==> src/rtl/dsp_reg_file_pkg.sv <==
// Shared sizing constants and helpers for the architectural register file.
// Register 0 is hardwired zero, so an access to index 0 never counts as live.
package dsp_reg_file_pkg;

   localparam int NUM_REGS = 16;
   localparam int ADDR_W   = 4;
   localparam int WORD_W   = 16;

   function automatic logic addr_live(input logic en, input logic [ADDR_W-1:0] addr);
      return en && (addr != '0);
   endfunction

endpackage

==> src/rtl/dsp_reg_file_if.sv <==
// Bundle between the memory stage / decode (master) and the register file (slave).
interface dsp_reg_file_if;
   import dsp_reg_file_pkg::*;

   logic                wb_en;
   logic [ADDR_W-1:0]   wb_addr;
   logic [WORD_W-1:0]   wb_data;
   logic [ADDR_W-1:0]   rd_addr_a;
   logic [ADDR_W-1:0]   rd_addr_b;
   logic [WORD_W-1:0]   rd_data_a;
   logic [WORD_W-1:0]   rd_data_b;
   logic                issue_en;
   logic [ADDR_W-1:0]   issue_addr;
   logic                chk_en_a;
   logic                chk_en_b;
   logic                stall;
   logic [NUM_REGS-1:0] busy_vec;

   modport master (
      output wb_en, wb_addr, wb_data, rd_addr_a, rd_addr_b,
             issue_en, issue_addr, chk_en_a, chk_en_b,
      input  rd_data_a, rd_data_b, stall, busy_vec
   );

   modport slave (
      input  wb_en, wb_addr, wb_data, rd_addr_a, rd_addr_b,
             issue_en, issue_addr, chk_en_a, chk_en_b,
      output rd_data_a, rd_data_b, stall, busy_vec
   );

endinterface

==> src/rtl/dsp_reg_file_scoreboard.sv <==
// Pending-write scoreboard: one busy bit per register, set on issue and cleared on
// writeback, with the combinational read-after-write stall for the two decode ports.
module dsp_scoreboard
   import dsp_reg_file_pkg::*;
(
   input  logic                clk,
   input  logic                rst_n,
   input  logic                issue_en,
   input  logic [ADDR_W-1:0]   issue_addr,
   input  logic                wb_en,
   input  logic [ADDR_W-1:0]   wb_addr,
   input  logic [ADDR_W-1:0]   rd_addr_a,
   input  logic [ADDR_W-1:0]   rd_addr_b,
   input  logic                chk_en_a,
   input  logic                chk_en_b,
   output logic                stall,
   output logic [NUM_REGS-1:0] busy_vec
);

   logic [NUM_REGS-1:0] busy_q;
   logic [NUM_REGS-1:0] busy_d;
   logic                hazard_a;
   logic                hazard_b;

   // Set is applied after clear: the issuing instruction is younger than the retiring one.
   always_comb begin
      busy_d = busy_q;
      if (wb_en) begin
         busy_d[wb_addr] = 1'b0;
      end
      if (addr_live(issue_en, issue_addr)) begin
         busy_d[issue_addr] = 1'b1;
      end
   end

   always_ff @(posedge clk or negedge rst_n) begin
      if (!rst_n) begin
         busy_q <= '0;
      end else begin
         busy_q <= busy_d;
      end
   end

   // A retiring write this cycle is forwarded by the bypass, so it does not stall.
   always_comb begin
      hazard_a = chk_en_a && busy_q[rd_addr_a] && !(wb_en && (wb_addr == rd_addr_a));
      hazard_b = chk_en_b && busy_q[rd_addr_b] && !(wb_en && (wb_addr == rd_addr_b));
      stall    = hazard_a || hazard_b;
   end

   assign busy_vec = busy_q;

endmodule

==> src/rtl/dsp_reg_file.sv <==
// Architectural register file: writeback from the memory stage, two bypassed
// combinational read ports for decode, and the pending-write scoreboard.
module dsp_reg_file
   import dsp_reg_file_pkg::*;
(
   input  logic           clk,
   input  logic           rst_n,
   dsp_reg_file_if.slave  bus
);

   logic [WORD_W-1:0] regs_q [NUM_REGS];
   logic [WORD_W-1:0] regs_d [NUM_REGS];
   logic              wb_live;

   assign wb_live = addr_live(bus.wb_en, bus.wb_addr);

   // wb_data is only looked at when wb_en is high, so don't-care data never lands in the array.
   always_comb begin
      regs_d = regs_q;
      if (wb_live) begin
         regs_d[bus.wb_addr] = bus.wb_data;
      end
   end

   always_ff @(posedge clk or negedge rst_n) begin
      if (!rst_n) begin
         for (int i = 0; i < NUM_REGS; i++) begin
            regs_q[i] <= '0;
         end
      end else begin
         regs_q <= regs_d;
      end
   end

   always_comb begin
      bus.rd_data_a = '0;
      bus.rd_data_b = '0;
      if (wb_live && (bus.wb_addr == bus.rd_addr_a)) begin
         bus.rd_data_a = bus.wb_data;
      end else if (bus.rd_addr_a != '0) begin
         bus.rd_data_a = regs_q[bus.rd_addr_a];
      end
      if (wb_live && (bus.wb_addr == bus.rd_addr_b)) begin
         bus.rd_data_b = bus.wb_data;
      end else if (bus.rd_addr_b != '0) begin
         bus.rd_data_b = regs_q[bus.rd_addr_b];
      end
   end

   dsp_scoreboard u_scoreboard (
      .clk        (clk),
      .rst_n      (rst_n),
      .issue_en   (bus.issue_en),
      .issue_addr (bus.issue_addr),
      .wb_en      (bus.wb_en),
      .wb_addr    (bus.wb_addr),
      .rd_addr_a  (bus.rd_addr_a),
      .rd_addr_b  (bus.rd_addr_b),
      .chk_en_a   (bus.chk_en_a),
      .chk_en_b   (bus.chk_en_b),
      .stall      (bus.stall),
      .busy_vec   (bus.busy_vec)
   );

endmodule
==> src/flat_wrapper.sv <==
// flat-port wrapper written by rule: the top's interface ports become plain ports
module dsp_reg_file_flat import dsp_reg_file_pkg::*;
  (clk, rst_n, bus_wb_en, bus_wb_addr, bus_wb_data, bus_rd_addr_a, bus_rd_addr_b, bus_issue_en, bus_issue_addr, bus_chk_en_a, bus_chk_en_b, bus_rd_data_a, bus_rd_data_b, bus_stall, bus_busy_vec);
  dsp_reg_file_if bus_i ();
  input  logic clk;
  input  logic rst_n;
  input wire logic [$bits(bus_i.wb_en)-1:0] bus_wb_en;
  input wire logic [$bits(bus_i.wb_addr)-1:0] bus_wb_addr;
  input wire logic [$bits(bus_i.wb_data)-1:0] bus_wb_data;
  input wire logic [$bits(bus_i.rd_addr_a)-1:0] bus_rd_addr_a;
  input wire logic [$bits(bus_i.rd_addr_b)-1:0] bus_rd_addr_b;
  input wire logic [$bits(bus_i.issue_en)-1:0] bus_issue_en;
  input wire logic [$bits(bus_i.issue_addr)-1:0] bus_issue_addr;
  input wire logic [$bits(bus_i.chk_en_a)-1:0] bus_chk_en_a;
  input wire logic [$bits(bus_i.chk_en_b)-1:0] bus_chk_en_b;
  output wire logic [$bits(bus_i.rd_data_a)-1:0] bus_rd_data_a;
  output wire logic [$bits(bus_i.rd_data_b)-1:0] bus_rd_data_b;
  output wire logic [$bits(bus_i.stall)-1:0] bus_stall;
  output wire logic [$bits(bus_i.busy_vec)-1:0] bus_busy_vec;
  assign bus_i.wb_en = bus_wb_en;
  assign bus_i.wb_addr = bus_wb_addr;
  assign bus_i.wb_data = bus_wb_data;
  assign bus_i.rd_addr_a = bus_rd_addr_a;
  assign bus_i.rd_addr_b = bus_rd_addr_b;
  assign bus_i.issue_en = bus_issue_en;
  assign bus_i.issue_addr = bus_issue_addr;
  assign bus_i.chk_en_a = bus_chk_en_a;
  assign bus_i.chk_en_b = bus_chk_en_b;
  assign bus_rd_data_a = bus_i.rd_data_a;
  assign bus_rd_data_b = bus_i.rd_data_b;
  assign bus_stall = bus_i.stall;
  assign bus_busy_vec = bus_i.busy_vec;
  dsp_reg_file u_core (.clk(clk), .rst_n(rst_n), .bus(bus_i));
endmodule
==> config.mk <==
export PLATFORM = sky130hd
export DESIGN_NAME = dsp_reg_file_flat
export DESIGN_NICKNAME = d
export VERILOG_FILES = /design/src/rtl/dsp_reg_file_pkg.sv /design/src/rtl/dsp_reg_file_if.sv /design/src/rtl/dsp_reg_file_scoreboard.sv /design/src/rtl/dsp_reg_file.sv /design/src/flat_wrapper.sv
export SDC_FILE = /design/constraint.sdc
export NUM_CORES = 1
export LEC_CHECK = 0
export BUFFER_PORTS_ARGS = -buffer_cell sky130_fd_sc_hd__buf_2
export CAP_MARGIN = 10
export CORE_MARGIN = 1
export CORE_UTILIZATION = 50
export DETAILED_ROUTE_END_ITERATION = 8
export PLACE_DENSITY = 0.7
export SYNTH_ARGS = -nofsm -noshare
export SYNTH_HDL_FRONTEND = slang
export SYNTH_SLANG_ARGS = --single-unit
==> constraint.sdc <==
create_clock -name clk -period 2.2 [get_ports clk]
set_input_delay 0.44 -clock clk [delete_from_list [all_inputs] [get_ports clk]]
set_output_delay 0.44 -clock clk [all_outputs]
set_load 0.02 [all_outputs]
==> metrics.md, run 1 <==
| Metric | Value |
|---|---|
| Outcome | complete, but fails checks |
| Failing checks | negative setup slack |
| Clk Tree Root Cell | clkbuf_16 |
| Core area | 29800 sq um |
| Yosys warning count | 0 |
| Final Skew | 0 ns |
| Number of synthesized register bits | 272 |
| Pin count of the biggest net entering global routing | 75 |
| Largest stage delay, worst path | 0.46 ns |
| Mapped Cells | 1121 |
| Crit path launch type | register |
| Max-slew headroom | 0.427 |
| Die area | 31100 sq um |
| Gr ovfl total | 0 |
| Hold crit path type | input port to register |
| Layout cell share with drive strength beyond 1 | 0.542 |
| Setup WS post-layout | -0.536 ns |
| Most common cell after layout, fill and taps aside | dfrtp_1 |
| Most frequent cells in the layout | dfrtp_1 (272), mux2_2 (218), buf_4 (111), mux4_2 (104), mux2i_1 (89) |
| Worst IR drop on VDD | 0.567 mV |
| Syn Nets | 1159 |
| Crit-path slowest cell | mux4_2 |
| Later-pin clock latency in the skew report | 0.56 ns |
| First-pass GRT wire length | 65300 microns |
| Crit Path Class | register to primary output |
| RePlAce Congestion | 0.901 |
| Via count | 10500 |
| Final hold violations | 0 |
| Mapped cell area | 15200 sq um |
| Boundary pin count | 87 |
| PwrDens | 885 nW/um^2 |
| Final WL | 42100 microns |
| Asr flop ratio synth | 1.00 |
| Area growth from synthesis to layout | 22.7% |
| Clock transition at path regs | 0.06 ns |
| Layout Nets | 1296 |
| Initial antenna violation count | 0 |
| Post-Route Setup TNS | -11.76 ns |
| Max Slew Vio Count | 0 |
| Placed inst area | 16900 sq um |
| Clock sink count | 272 |
| Netlist cell types | 45 |
| Die width | 176 microns |
| Setup crit end kind | primary output |
| Clk buf depth | 3 |
| Starting Density | 0.511 |
| Critical-path cell list | mux4_2 > or3b_4 > o21a_1 > nand4_1 > o31ai_2 > buf_4 |
| Via density | 6.28 |
| Max FO, Critical Path | 2 |
| Length of the first detailed-routing pass in iterations | 5 |
| MaxCap Viol Count | 0 |
| Cts bufs inserted | 30 |
| Port Buffers | 86 |
| Leak | 8.23 nW |
| Fmax | 366 MHz |
| Final period util | 1.24 |
| Top_reg_cell synth | dfrtp_1 |
| Hpwl dp | 27300 microns |
| Synth Area per Inst | 13.6 sq um |
| Sequential fraction of the synthesis area | 0.447 |
| Post-synth EDFFs | 0 |
| Setup violations, final | 33 |
| Post-layout instance area | 18700 sq um |
| Worst-margin pin slew | 0.857 ns |
| TritonCTS clock tree | built |
| DRT iter0 DRCs | 812 |
| Worst EP required | 1.76 ns |
| Ant diodes | 0 |
| CTS H-tree lvls | 1 |
| RSZ-0062 raised after global routing | yes |
| Drt wl/cell | 25.2 microns |
| Filler cell count | 2209 |
| DR DRC count | 0 |
| Die Y | 176 microns |
| Vias in the first global route | 11000 |
| Total GRT Usage | 0.278 |
| Post-route ant nets | 0 |
| Row Count | 63 |
| WP data arrival | 2.30 ns |
| Period minus WS final | 2.74 ns |
state kept, by name (all words and copies together), names as in the netlist:
signal	cells
u_core.regs_q	256
u_core.u_scoreboard.busy_vec	16
final cells by class:
type	instances	area (sq um)	share of cell area
multi-input cells	726	8310	0.445
inverters	5	18.8	0.00101
clock inverters	15	156	0.00838
flip-flops and latches	272	6810	0.365
repair buffers	223	2060	0.110
well taps	390	488	0.0261
clock buffers	39	836	0.0448
where the power goes:
group,internal [W],switching [W]
logic,0.00269,0.00182
clock network,0.00301,0.00207
registers,0.00610,0.000829
critical path: cells and delay by family, from the launching register on:
family                 cells  cell delay (ns)
and+or+nand+nor            2             0.50
buffers and inverters      1             0.17
AOI/OAI and AO/OA          2             0.23
DFF                        1             0.37
muxes                      1             0.46
per-stage QoR:
stage           util  cells  total power, W  setup WS [ns]  hold WS [ns]
2_1_floorplan      -   1121         0.00973        -0.0213         0.144
3_5_place_dp   0.569   1601          0.0110         -0.414         0.326
5_1_grt        0.627   1670          0.0173         -0.578         0.212
6_report       0.627   1670          0.0165         -0.536         0.195
4_1_cts        0.620   1666          0.0164         -0.563         0.182
3_3_place_gp   0.569   1601          0.0108         -0.408         0.323
path summary, 6_finish.rpt:
path,startpoint,end,slack [ns],cells after the start
hold / removal,bus_issue_addr[0],u_core.u_scoreboard.busy_vec[3]$_DFF_PN0_,0.19,3
max in group asynchronous,rst_n,u_core.regs_q[146]$_DFFE_PN0P_,1.19,3
hold reg to reg,u_core.regs_q[249]$_DFFE_PN0P_,u_core.regs_q[249]$_DFFE_PN0P_,0.39,0
setup reg to reg,u_core.regs_q[6]$_DFFE_PN0P_,u_core.regs_q[6]$_DFFE_PN0P_,1.19,3
setup / recovery,u_core.u_scoreboard.busy_vec[7]$_DFF_PN0_,bus_stall,-0.54,6
min in group asynchronous,rst_n,u_core.regs_q[183]$_DFFE_PN0P_,0.35,2
cells by family (layout without fill, tap and decap cells):
family,after synthesis,count (layout),synth area share
multiplexers,438,438,0.393
buffers and inverters,123,282,0.0450
AO/OA/AOI/OAI,100,100,0.0452
AND/OR/NAND/NOR,181,181,0.0652
flip-flops,272,272,0.447
XOR/XNOR,7,7,0.00403
Yosys cell counts (5+ instances only):
cell type / count / area [sq um]
mux4_2: 104 / 2340
dfrtp_1: 272 / 6810
inv_1: 5 / 18.8
mux2_2: 218 / 2450
buf_6: 8 / 90.1
a22o_1: 34 / 298
nand4_1: 32 / 200
xnor2_1: 7 / 61.3
nor2b_1: 5 / 31.3
o21ai_1: 13 / 65.1
o21ai_0: 38 / 190
nand2_1: 71 / 267
nor2_2: 8 / 50.1
buf_4: 11 / 82.6
nand3_1: 7 / 35.0
mux2_1: 22 / 248
clkbuf_1: 44 / 165
buf_2: 49 / 245
nor2_1: 7 / 26.3
nand2b_1: 34 / 213
mux2i_1: 94 / 941
routing by layer:
metal | vias to the layer above | track usage | wire, microns
met2 | 387 | 0.459 | 20400
li1 | 4479 | - | -
met3 | 103 | 0.0319 | 2280
met4 | 0 | 0.101 | 1560
met5 | - | 0 | 0
met1 | 5523 | 0.380 | 17800
timing repair:
action / CTS / global route
setup endpoints to repair: 33 / 33
endpoints found under the hold margin: 25 / 0
buffers inserted: 9 / 4
resized for setup: 103 / 36
pin swaps: 27 / 18
hold buffers: 1 / 0
cloned: 1 / 0
Power figures use the tool's default switching activity.
==> inputs of run 2 (changes only) <==
CELL_PAD_IN_SITES_DETAIL_PLACEMENT = 0   (was not set)
CELL_PAD_IN_SITES_GLOBAL_PLACEMENT = 2   (was not set)
CORE_UTILIZATION = 40   (was 50)
PLACE_DENSITY = not set   (was 0.7)
PLACE_DENSITY_LB_ADDON = 0.1   (was not set)
==> run 2 against run 1 <==
Compared with the run above: register-to-register slack is essentially flat; worst setup slack improved by 0.090 ns; critical path depth increased by 2; utilization shrank 12 points; die area up 25%; design area up 2.7%; highest routed layer unchanged; largest cell class unchanged; via count fell by 2.6%; the flow still finishes with violations (negative setup slack).
==> metrics.md, run 2 (synthesized netlist as in run 1, its figures left out) <==
| Metric | Value |
|---|---|
| Layout cell share with drive strength beyond 1 | 0.540 (was 0.542) |
| Post-route ant nets | 0 (unchanged) |
| Initial antenna violation count | 0 (unchanged) |
| First-pass GRT wire length | 72600 microns (was 65300 microns) |
| Die area | 38800 sq um (was 31100 sq um) |
| Crit Path Class | input port to primary output (was register to primary output) |
| Cts bufs inserted | 34 (was 30) |
| Worst Hold Endpoint | u_core.u_scoreboard.busy_vec[8]$_DFF_PN0_ (was u_core.u_scoreboard.busy_vec[3]$_DFF_PN0_) |
| Outcome | complete, but fails checks (unchanged) |
| Hpwl dp | 30200 microns (was 27300 microns) |
| Crit Reg-Reg Endpoint | u_core.regs_q[142]$_DFFE_PN0P_ (was u_core.regs_q[6]$_DFFE_PN0P_) |
| Failing checks | negative setup slack (unchanged) |
| Worst IR drop on VDD | 0.487 mV (was 0.567 mV) |
| CTS H-tree lvls | 2 (was 1) |
| Max Slew Vio Count | 0 (unchanged) |
| Post-Route Setup TNS | -10.14 ns (was -11.76 ns) |
| Drt wl/cell | 26.5 microns (was 25.2 microns) |
| Die width | 197 microns (was 176 microns) |
| Hold crit path type | input port to register (unchanged) |
| Via density | 5.70 (was 6.28) |
| RePlAce Congestion | 0.783 (was 0.901) |
| Area growth from synthesis to layout | 26.0% (was 22.7%) |
| Port Buffers | 86 (unchanged) |
| PwrDens | 889 nW/um^2 (was 885 nW/um^2) |
| Min-Delay Startpoint | bus_issue_addr[3] (was bus_issue_addr[0]) |
| Min-Delay Path Depth | 2 (was 3) |
| Most frequent cells in the layout | dfrtp_1 (272), mux2_2 (218), mux4_2 (104), mux2i_1 (88), buf_4 (88) (was dfrtp_1 (272), mux2_2 (218), buf_4 (111), mux4_2 (104), mux2i_1 (89)) |
| Boundary pin count | 87 (unchanged) |
| End-of-flow core utilization | 0.510 (was 0.627) |
| Total GRT Usage | 0.257 (was 0.278) |
| Pin count of the biggest net entering global routing | 58 (was 75) |
| Max FO, Critical Path | 15 (was 2) |
| RSZ-0062 raised after global routing | yes (unchanged) |
| Clk Tree Root Cell | clkbuf_16 (unchanged) |
| Vias in the first global route | 10900 (was 11000) |
| Crit path launch type | input port (was register) |
| Clk buf depth | 3 (unchanged) |
| Final hold violations | 0 (unchanged) |
| Setup crit end kind | primary output (unchanged) |
| R2R cell count | 3 (unchanged) |
| Max reg flops | 256 (unchanged) |
| DR DRC count | 0 (unchanged) |
| Gr ovfl total | 0 (unchanged) |
| Reg-to-reg slack, setup | 1.19 ns (about the same) |
| Worst r2r src | u_core.regs_q[142]$_DFFE_PN0P_ (was u_core.regs_q[6]$_DFFE_PN0P_) |
| Leak | 8.35 nW (was 8.23 nW) |
| Fmax | 378 MHz (was 366 MHz) |
| DRT iter0 DRCs | 513 (was 812) |
| Later-pin clock latency in the skew report | 0.53 ns (was 0.56 ns) |
| Clock transition at path regs | 0.06 ns (about the same) |
| Via count | 10200 (was 10500) |
| Final period util | 1.20 (was 1.24) |
| MaxCap Viol Count | 0 (unchanged) |
| Period minus WS final | 2.65 ns (was 2.74 ns) |
| WP data arrival | 2.21 ns (was 2.30 ns) |
| Core area | 37600 sq um (was 29800 sq um) |
| Setup violations, final | 33 (unchanged) |
| Filler cell count | 3311 (was 2209) |
| Max-slew headroom | 0.687 (was 0.427) |
| Die Y | 197 microns (was 176 microns) |
| Worst-margin pin slew | 0.470 ns (was 0.857 ns) |
| Ant diodes | 0 (unchanged) |
| Length of the first detailed-routing pass in iterations | 5 (unchanged) |
| Clock sink count | 272 (unchanged) |
| Layout Nets | 1298 (was 1296) |
| Starting Density | 0.405 (was 0.511) |
| Setup WS post-layout | -0.446 ns (was -0.536 ns) |
| Worst EP required | 1.76 ns (about the same) |
| Most common cell after layout, fill and taps aside | dfrtp_1 (unchanged) |
| Final Skew | 0 ns (unchanged) |
| Row Count | 71 (was 63) |
| Biggest register | u_core.regs_q (unchanged) |
| Final WL | 47600 microns (was 42100 microns) |
| TritonCTS clock tree | built (unchanged) |
-- run 2: cell types whose count changed in the layout (fill, tap and decap cells not counted), sizes merged --
cell      delta
clkinvlp     -1
bufbuf       +1
clkinv       -8
buf          -3
bufinv       -1
clkbuf      +14
-- run 2: critical path, stage by stage --
cell and delay (ns):
buf_2 0.19, buf_4 0.42, mux4_2 0.55, nor2_1 0.10, a21oi_1 0.08, o211ai_1 0.14
o31ai_2 0.10, buf_4 0.18
-- run 2: metal layers --
| layer | GRT usage | wire length, microns |
|---|---|---|
| met1 | 0.367 | 21900 |
| met2 | 0.417 | 22800 |
| met3 | 0.0300 | 1670 |
| met4 | 0.0652 | 1180 |
| met5 | 0 | 0 |
-- run 2: per-stage QoR --
step	setup slack (ns)	hold slack (ns)	area, sq um	total power, W	std cells
3_5_place_dp	-0.516	0.369	17100	0.0110	1710
3_3_place_gp	-0.528	0.367	17100	0.0109	1710
4_1_cts	-0.451	0.215	19000	0.0171	1787
2_1_floorplan	-0.0213	0.144	15500	0.00973	1121
5_1_grt	-0.546	0.239	19200	0.0179	1793
6_report	-0.446	0.241	19200	0.0170	1793
-- run 2: cell type report --
| class | count | area, sq um | share of cell area |
|---|---|---|---|
| clock buffer | 53 | 1020 | 0.0534 |
| clock inverter | 5 | 78.8 | 0.00411 |
| inverter | 5 | 18.8 | 0.000979 |
| multi-input combinational | 726 | 8300 | 0.433 |
| sequential | 272 | 6810 | 0.355 |
| tap | 511 | 639 | 0.0334 |
| timing repair buffer | 221 | 2300 | 0.120 |
-- run 2: worst max-delay path by stage --
stage	startpoint	to	slack, ns	depth (start not counted)
2_1_floorplan	bus_rd_addr_a[1]	bus_rd_data_a[0]	-0.02	7
3_3_place_gp	bus_rd_addr_b[1]	bus_rd_data_b[12]	-0.53	7
3_5_place_dp	bus_rd_addr_b[1]	bus_rd_data_b[12]	-0.52	7
4_1_cts	u_core.u_scoreboard.busy_vec[7]$_DFF_PN0_	bus_stall	-0.45	6
5_1_grt	u_core.u_scoreboard.busy_vec[7]$_DFF_PN0_	bus_stall	-0.55	6
6_report	bus_rd_addr_b[0]	bus_stall	-0.45	8
-- run 2: what timing repair did --
| action | CTS | global route |
|---|---|---|
| buffers inserted | 17 | 6 |
| resized for setup | 126 | 24 |
| pin swaps | 26 | 27 |
| cloned | 2 | 0 |
| hold buffers | 1 | 0 |
| hold endpoints to repair | 37 | 0 |
| endpoints found under the setup margin | 33 | 33 |
-- run 2: where the power goes --
group	internal (W)	leakage [nW]	switching (W)
registers	0.00610	3.36	0.000790
logic	0.00272	4.45	0.00182
clock network	0.00342	0.541	0.00218
